## src/rtl/ldpc_phase_scheduler.sv

```systemverilog
// Sequencing controller for the LDPC decoder address counter: alternating CN/VN
// sweeps with pipeline-drain gaps, a per-iteration syndrome check and an iteration limit.
module ldpc_phase_scheduler #(
  parameter int unsigned CNT_W    = 13,
  parameter int unsigned ITER_W   = 6,
  parameter int unsigned PIPE_LAT = 4
) (
  input  logic              clk,
  input  logic              reset,
  input  logic              start,
  input  logic [CNT_W-1:0]  cn_len,
  input  logic [CNT_W-1:0]  vn_len,
  input  logic [ITER_W-1:0] max_iter,
  input  logic              syndrome_ok,
  input  logic [CNT_W-1:0]  cnt_val,
  output logic              cnt_en,
  output logic              cnt_clr,
  output logic [1:0]        phase,
  output logic [ITER_W-1:0] iter,
  output logic              busy,
  output logic              done,
  output logic              converged,
  output logic              cfg_err
);

  localparam int unsigned DRN_W = $clog2(PIPE_LAT + 1);
  localparam logic [DRN_W-1:0] DRAIN_LAST = DRN_W'(PIPE_LAT - 1);

  typedef enum logic [2:0] {
    IDLE,
    CN_RUN,
    CN_DRAIN,
    VN_RUN,
    VN_DRAIN,
    CHECK,
    DONE
  } state_t;

  state_t            state;
  logic [CNT_W-1:0]  cn_len_q;
  logic [CNT_W-1:0]  vn_len_q;
  logic [ITER_W-1:0] max_iter_q;
  logic [DRN_W-1:0]  drain_cnt;

  logic [CNT_W-1:0]  cn_last;
  logic [CNT_W-1:0]  vn_last;
  logic [ITER_W-1:0] iter_next;

  assign cn_last   = cn_len_q - CNT_W'(1);
  assign vn_last   = vn_len_q - CNT_W'(1);
  assign iter_next = iter + ITER_W'(1);

  always_ff @(posedge clk) begin
    if (reset) begin
      state      <= IDLE;
      iter       <= '0;
      converged  <= 1'b0;
      done       <= 1'b0;
      cfg_err    <= 1'b0;
      drain_cnt  <= '0;
      cn_len_q   <= '0;
      vn_len_q   <= '0;
      max_iter_q <= '0;
    end else begin
      done    <= 1'b0;
      cfg_err <= 1'b0;
      case (state)
        IDLE: begin
          if (start) begin
            if (cn_len != '0 && vn_len != '0 && max_iter != '0) begin
              cn_len_q   <= cn_len;
              vn_len_q   <= vn_len;
              max_iter_q <= max_iter;
              iter       <= '0;
              converged  <= 1'b0;
              state      <= CN_RUN;
            end else begin
              cfg_err <= 1'b1;
            end
          end
        end
        CN_RUN: begin
          if (cnt_val == cn_last) begin
            drain_cnt <= '0;
            state     <= CN_DRAIN;
          end
        end
        CN_DRAIN: begin
          if (drain_cnt == DRAIN_LAST) state <= VN_RUN;
          else drain_cnt <= drain_cnt + DRN_W'(1);
        end
        VN_RUN: begin
          if (cnt_val == vn_last) begin
            drain_cnt <= '0;
            state     <= VN_DRAIN;
          end
        end
        VN_DRAIN: begin
          if (drain_cnt == DRAIN_LAST) state <= CHECK;
          else drain_cnt <= drain_cnt + DRN_W'(1);
        end
        CHECK: begin
          iter <= iter_next;
          if (syndrome_ok) begin
            converged <= 1'b1;
            done      <= 1'b1;
            state     <= DONE;
          end else if (iter_next == max_iter_q) begin
            done  <= 1'b1;
            state <= DONE;
          end else begin
            state <= CN_RUN;
          end
        end
        DONE:    state <= IDLE;
        default: state <= IDLE;
      endcase
    end
  end

  // Counter clear is asserted only on the first drain cycle so the counter rests at 0 for the next sweep.
  always_comb begin
    cnt_en  = 1'b0;
    cnt_clr = 1'b0;
    phase   = 2'd0;
    busy    = 1'b1;
    case (state)
      IDLE: begin
        cnt_clr = 1'b1;
        busy    = 1'b0;
      end
      CN_RUN: begin
        cnt_en = 1'b1;
        phase  = 2'd1;
      end
      CN_DRAIN: begin
        cnt_clr = (drain_cnt == '0);
        phase   = 2'd1;
      end
      VN_RUN: begin
        cnt_en = 1'b1;
        phase  = 2'd2;
      end
      VN_DRAIN: begin
        cnt_clr = (drain_cnt == '0);
        phase   = 2'd2;
      end
      CHECK:   phase = 2'd3;
      DONE:    cnt_clr = 1'b1;
      default: ;
    endcase
  end

endmodule

```

## config.mk

```make
export PLATFORM = sky130hd
export DESIGN_NAME = ldpc_phase_scheduler
export DESIGN_NICKNAME = d
export VERILOG_FILES = /design/src/rtl/ldpc_phase_scheduler.sv
export SDC_FILE = /design/constraint.sdc
export NUM_CORES = 1
export LEC_CHECK = 0
export BUFFER_PORTS_ARGS = -buffer_cell sky130_fd_sc_hd__buf_2
export CELL_PAD_IN_SITES_DETAIL_PLACEMENT = 0
export CELL_PAD_IN_SITES_GLOBAL_PLACEMENT = 1
export CORE_MARGIN = 2
export CORE_UTILIZATION = 40
export DETAILED_ROUTE_END_ITERATION = 7
export GPL_TIMING_DRIVEN = 1
export PLACE_DENSITY_LB_ADDON = 0.1
export SYNTH_ARGS = -nofsm -noshare
export SYNTH_HDL_FRONTEND = slang
export SYNTH_SLANG_ARGS = --single-unit
```

## constraint.sdc

```tcl
create_clock -name clk -period 3.8 [get_ports clk]
set_clock_uncertainty 0.2 [all_clocks]
set_input_delay 0.19 -clock clk [delete_from_list [all_inputs] [get_ports clk]]
set_output_delay 0.19 -clock clk [all_outputs]
set_load 0.01 [all_outputs]
```

==> metrics.md, run 1 <==
| Metric | Value |
|---|---|
| Final TNS setup | 0 ns |
| Share of the synthesized area in the top cell type | 31.5% |
| Worst EP required | 3.79 ns |
| Root Buffer | clkbuf_8 |
| Run status | complete, no violations |
| Num rows | 31 |
| Gpl congestion | 0.834 |
| Synth Flop Type | dfxtp_1 |
| Final HPWL DP | 5770 um |
| Drt pass-1 iters | 4 |
| Worst setup SP type | register |
| Worst-margin pin slew | 0.877 ns |
| Final hold violations | 0 |
| WHS Path Cells | 2 |
| Post-synth EDFFs | 0 |
| Antenna viol nets, final | 0 |
| GRT Total Usage | 19.8% |
| Chip width | 90.4 um |
| Layout cells sized above 1 | 18.3% |
| Pre-CTS setup slack | 0.979 ns |
| Remaining DRCs | 0 |
| Netlist cell types | 59 |
| Ports | 63 |
| Final nets | 535 |
| Synth Cell Area | 0.00299 sq mm |
| Vias in the first global route | 2,758 |
| Die Area | 0.00817 sq mm |
| Most frequent cell after synthesis | nand2_1 |
| Worst slew margin | 41.5% |
| Max Slew Vio Count | 0 |
| Worst-path clk slew | 0.09 ns |
| R2R cell count | 10 |
| Drt wl/cell | 13.8 um |
| H-tree Lvls | 2 |
| Drt initial violations | 130 |
| Post-layout utilization of the core | 52.6% |
| Synth Warn # | 0 |
| Core area | 0.00725 sq mm |
| Leakage | 1.51 nW |
| Die height | 90.4 um |
| Reg2reg end | drain_cnt[0]$_SDFFE_PP0P_ |
| Clock Latency Late Sink | 0.30 ns |
| Routed wire length | 7980 um |
| Initial Util | 41.2% |
| Crit Reg-Reg Startpoint | vn_len_q[0]$_SDFFE_PP0P_ |
| Crit path capture type | register |
| Cells after Synth | 391 |
| First-pass GRT wire length | 13,300 um |
| Cell area after layout | 0.00381 sq mm |
| Syn nets | 446 |
| Final worst setup slack | 0.955 ns |
| Final setup vio count | 0 |
| CP startpoint | vn_len_q[0]$_SDFFE_PP0P_ |
| Hold_ws | 0.274 ns |
| IO Port Bufs | 62 |
| Final Cycle Share | 74.9% |
| Synth Register Bits | 47 |
| CP Class | reg -> reg |
| Placed cell area | 0.00337 sq mm |
| CTS sink count | 47 |
| Ys async rst share | 0% |
| Total power | 1.23 mW |
| Register area share after synthesis | 31.5% |
| Synth-to-Final Area Change | 27.7% |
| P per Cell Area | 321 mW/mm^2 |
| Hold path start | max_iter_q[4]$_SDFFE_PP0P_ |
| Peak Freq | 351 MHz |
| CTS Buf Count | 5 |
| R2R Setup Slk | 0.95 ns |
| Largest area contributor in the netlist | dfxtp_1 |
| Max Cap Viol | 0 |
| Placed cells | 538 |
| Final std cells w/o fill | 580 |
| Initial antenna violation count | 0 |
| Hold path endpoint | max_iter_q[4]$_SDFFE_PP0P_ |
| Worst EP arrival | 2.84 ns |
| Crit-path max FO | 5 |
| Post-DR vias/cell | 5.11 |
| Hold/Removal Path Class | reg -> reg |
| CTS Buffer Depth | 2 |
| CTS tree | yes |
| Vias | 2,964 |
| Unrepaired setup endpoints after global routing | false |
| Post-CTS Repair Setup Buffers | 0 |
| Total grt overflow | 0 |
| Tmin final | 2.85 ns |
| VDD IR max | 174 uV |
| CTS-repair resized insts | 0 |
| Antenna Cells | 0 |
| Post-Syn Area per Cell | 7.64 sq um |
| Synth top cells by count | 82 x nand2_1, 50 x a21oi_1, 47 x dfxtp_1 |
| Largest net degree at the start of global routing | 50 |
| Ranking of synthesized cells by area | dfxtp_1 32%, nand2_1 10%, a21oi_1 8.4% |
==> area by class of cell <==
cell class,instances,area [sq um]
multi-input cells,314,1930
repair buffers,98,666
fillers,735,3440
flip-flops and latches,47,941
clock buffers,8,100
inverters,14,52.6
well taps,99,124
==> state kept, by name, summed over array words and instances, names as in the netlist <==
name        flops
state           3
drain_cnt       3
iter            6
done            1
converged       1
cn_len_q       13
max_iter_q      6
vn_len_q       13
cfg_err         1
==> worst max path at each step <==
stage | cells after the start | to | slack (ns)
finish | 10 | drain_cnt[0]$_SDFFE_PP0P_ | 0.95
global route | 10 | drain_cnt[2]$_SDFFE_PP0P_ | 0.73
CTS | 10 | drain_cnt[2]$_SDFFE_PP0P_ | 0.96
detailed placement | 10 | drain_cnt[2]$_SDFFE_PP0P_ | 0.98
global placement | 10 | drain_cnt[2]$_SDFFE_PP0P_ | 1.05
floorplan | 10 | drain_cnt[0]$_SDFFE_PP0P_ | 1.21
==> per-layer routing <==
| metal | vias to the layer above | track usage (%) | routed length (um) |
|---|---|---|---|
| met2 | 56 | 33.7 | 3810 |
| met5 | - | 0 | 0 |
| met3 | 9 | 3.01 | 317 |
| li1 | 1542 | - | - |
| met1 | 1357 | 26.3 | 3760 |
| met4 | 0 | 4.74 | 98 |
==> placed cells by master, fill, tap and decap left out, types with 6 or more instances in the layout <==
| master | count |
|---|---|
| ha_1 | 6 |
| o21ai_0 | 12 |
| dfxtp_1 | 47 |
| buf_2 | 62 |
| nor3_1 | 15 |
| xnor2_1 | 22 |
| xor2_1 | 14 |
| nand3_1 | 11 |
| inv_1 | 14 |
| dlygate4sd3_1 | 34 |
| nand2_1 | 82 |
| a21oi_1 | 50 |
| clkbuf_8 | 7 |
| nor2_1 | 26 |
==> power by group <==
group | internal [mW] | switching (mW)
Sequential | 0.518 | 0.0389
Combinational | 0.162 | 0.172
Clock | 0.166 | 0.169
Total | 0.846 | 0.380
==> cell families after synthesis <==
family	after synthesis	share of synthesized area (%)
and+or+nand+nor	176	30.1
xor gates and xnor gates	36	10.6
muxes	8	2.81
DFF	47	31.5
AOI/OAI and AO/OA	88	18.6
adders and majority gates	6	2.51
buffers and inverters	30	3.94
==> critical path: stages (launching register included) <==
cell,delay [ns]
dfxtp_1,0.36
inv_1,0.09
ha_1,0.21
nor3b_4,0.29
nand2_2,0.12
nor4b_1,0.32
a31oi_1,0.07
o21ai_0,0.28
a41oi_4,0.23
o21ai_4,0.22
mux2_1,0.34
==> timing repair <==
action | 4_1_cts | 5_1_grt
hold endpoints to repair | 34 | 0
setup endpoints to repair | 0 | 0
hold buffers | 34 | 0
Note: power is estimated with default switching activity, not from simulation.
==> inputs of run 2 (changes only) <==
Clock period 3.8 ns to 2.85 ns, I/O delays scaled along.
==> run 2 against run 1 <==
Against the previous run:
- final cell count rose by 1.7%
- routed wire length rose by 2.5%
- critical endpoint unchanged
- maximum frequency rose by 4.4%
- total power rose by 39%
- largest power group unchanged
- core utilization rose by 2.0 points
==> metrics.md, run 2 (synthesis results as in run 1) <==
| Metric | Value |
|---|---|
| Max Cap Viol | 0 (unchanged) |
| Comb power frac | 28.7% (+1.4 points) |
| H-tree Lvls | 2 (unchanged) |
| Routed wire length | 8180 um (+2.5%) |
| Drt pass-1 iters | 4 (unchanged) |
| VDD IR max | 192 uV (+10%) |
| Vias in the first global route | 2,797 (+1.4%) |
| Max Slew Vio Count | 0 (unchanged) |
| Largest net degree at the start of global routing | 36 (-28%) |
| Remaining DRCs | 0 (unchanged) |
| P_int | 1.19 mW (+40%) |
| First-pass GRT wire length | 13,300 um (-0.20%) |
| Worst slew margin | 64.4% (+23 points) |
| Hold path endpoint | vn_len_q[12]$_SDFFE_PP0P_ |
| Die height | 90.4 um (unchanged) |
| CTS Buf Count | 5 (unchanged) |
| Peak Freq | 367 MHz (+4.4%) |
| Final setup vio count | 0 (unchanged) |
| Net Sw Power | 519 uW (+37%) |
| Crit path capture type | register |
| Placed cells | 546 (+1.5%) |
| Initial Util | 41.2% (unchanged) |
| CP Class | reg -> reg |
| Final worst setup slack | 0.124 ns (-0.831 ns) |
| Run status | complete, no violations |
| Core area | 0.00725 sq mm (unchanged) |
| Commonest non-fill, non-tap cell in the layout | nand2_1 |
| Worst-margin pin slew | 0.531 ns (-0.346 ns) |
| Synth-to-Final Area Change | 32.5% |
| Root Buffer | clkbuf_8 |
| R2R Setup Slk | 0.12 ns (-0.83 ns) |
| Vias | 3,006 (+1.4%) |
| Crit Reg-Reg Startpoint | cn_len_q[0]$_SDFFE_PP0P_ |
| Layout cells sized above 1 | 21.8% (+3.5 points) |
| Largest registers | cn_len_q: 13 flops, vn_len_q: 13 flops |
| Hold/Removal Path Class | in -> reg |
| Crit-path max FO | 5 (unchanged) |
| WHS Path Cells | 2 (unchanged) |
| Reg2reg end | drain_cnt[0]$_SDFFE_PP0P_ |
| P per Cell Area | 431 mW/mm^2 (+34%) |
| Total grt overflow | 0 (unchanged) |
| Leakage | 1.57 nW (+4.0%) |
| Hold path start | reset |
| CTS Buffer Depth | 2 (unchanged) |
| Antenna viol nets, final | 0 (unchanged) |
| Die Area | 0.00817 sq mm (unchanged) |
| Initial antenna violation count | 0 (unchanged) |
| Sw Ratio | 30.4% (-0.56 points) |
| Worst EP required | 2.85 ns (-0.94 ns) |
| Final hold violations | 0 (unchanged) |
| Drt wl/cell | 13.9 um (+0.78%) |
| Fillers | 756 (+2.9%) |
| Unrepaired setup endpoints after global routing | true |
| CTS tree | yes |
| Final TNS setup | 0 ns (unchanged) |
| Antenna Cells | 0 (unchanged) |
| Final HPWL DP | 6030 um (+4.5%) |
| Worst-path clk slew | 0.09 ns (about the same) |
| Most frequent cells in the layout | 82 x nand2_1, 62 x buf_2, 49 x a21oi_1 |
| Final Cycle Share | 95.6% (+21 points) |
| IO Port Bufs | 62 (unchanged) |
| Final std cells w/o fill | 590 (+1.7%) |
| Worst EP arrival | 2.72 ns (-0.12 ns) |
| Clock Power Share | 28.0% (+0.7 points) |
| Flop pwr share | 43.3% (-2.1 points) |
| Clock Latency Late Sink | 0.30 ns (about the same) |
| Tmin final | 2.73 ns (-0.119 ns) |
| Worst setup SP type | register |
| Num rows | 31 (unchanged) |
| R2R cell count | 10 (unchanged) |
| CTS sink count | 47 (unchanged) |
| Final nets | 546 (+2.1%) |
| Chip width | 90.4 um (unchanged) |
| Drt initial violations | 108 (-17%) |
| Pre-CTS setup slack | 0.00373 ns (-0.975 ns) |
| Gpl congestion | 0.818 (-1.9%) |
| Ports | 63 (unchanged) |
| GRT Total Usage | 19.9% (+0.14 points) |
| Post-DR vias/cell | 5.09 (-0.30%) |
[run 2: changes by cell type in the layout (fill, tap and decap cells not counted), moves of 2 or more]
| cell | change |
|---|---|
| ha_2 | +2 |
| buf_4 | +11 |
| ha_1 | -2 |
| clkbuf_8 | -2 |
| mux2_4 | +2 |
| mux2_1 | -2 |
[run 2: timing repair]
action                     in CTS  in global routing
setup endpoints to repair       2                  3
hold endpoints to repair       34                  0
setup buffers                   0                  3
hold buffers                   34                  0
resized for setup               1                 11
pin swaps                       0                  4
[run 2: area by class of cell]
class	instances	area, sq um	area share [%]
Multi-Input combinational cell	314	1990	50.3
Sequential cell	47	941	23.8
Timing Repair Buffer	109	748	18.9
Tap cell	99	124	3.13
Clock buffer	6	72.6	1.83
Inverter	14	52.6	1.33
Clock inverter	1	30.0	0.759
[run 2: power by group through the flow]
stage	Clock [mW]	Combinational (mW)	Sequential, mW
after floorplan	0	0.306	0.744
after global routing	0.516	0.541	0.745
after global placement	0	0.425	0.752
final	0.477	0.490	0.739
after detailed placement	0	0.429	0.752
after CTS	0.491	0.466	0.737
[run 2: metrics by stage]
| stage | util [%] | hold WS, ns | instance area (sq um) | total power, mW |
|---|---|---|---|---|
| 2_1_floorplan | - | 0.0785 | 2990 | 1.05 |
| 3_3_place_gp | 47.3 | 0.199 | 3430 | 1.18 |
| 3_5_place_dp | 47.3 | 0.204 | 3430 | 1.18 |
| 4_1_cts | 53.4 | 0.0158 | 3880 | 1.69 |
| 5_1_grt | 54.5 | 0.0397 | 3960 | 1.80 |
| 6_report | 54.5 | 0.0267 | 3960 | 1.71 |
[run 2: critical path, stage by stage (launching register included)]
cell and delay (ns):
dfxtp_1 0.32, inv_1 0.06, ha_2 0.18, nor3b_4 0.32, and4_1 0.28, nor4b_4 0.19
a31oi_1 0.08, nor4_2 0.31, a41oi_4 0.11, o21ai_4 0.25, mux2_4 0.32
[run 2: how the worst max path moves through the flow]
| stage | startpoint | end | slack, ns | cells past startpoint |
|---|---|---|---|---|
| after global routing | cn_len_q[0]$_SDFFE_PP0P_ | drain_cnt[2]$_SDFFE_PP0P_ | -0.006 | 10 |
| after global placement | vn_len_q[0]$_SDFFE_PP0P_ | drain_cnt[2]$_SDFFE_PP0P_ | 0.13 | 10 |
| after CTS | cn_len_q[0]$_SDFFE_PP0P_ | drain_cnt[0]$_SDFFE_PP0P_ | 0.05 | 10 |
| after floorplan | cn_len_q[0]$_SDFFE_PP0P_ | drain_cnt[0]$_SDFFE_PP0P_ | 0.26 | 10 |
| after detailed placement | vn_len_q[0]$_SDFFE_PP0P_ | drain_cnt[0]$_SDFFE_PP0P_ | 0.004 | 10 |
| final | cn_len_q[0]$_SDFFE_PP0P_ | drain_cnt[0]$_SDFFE_PP0P_ | 0.12 | 10 |
[run 2: metal layers]
layer / routed length [um] / global-route usage (%) / vias up
li1: - / - / 1561
met4: 112 / 5.51 / 0
met5: 0 / 0 / -
met1: 3910 / 26.4 / 1378
met3: 269 / 3.01 / 11
met2: 3890 / 33.7 / 56
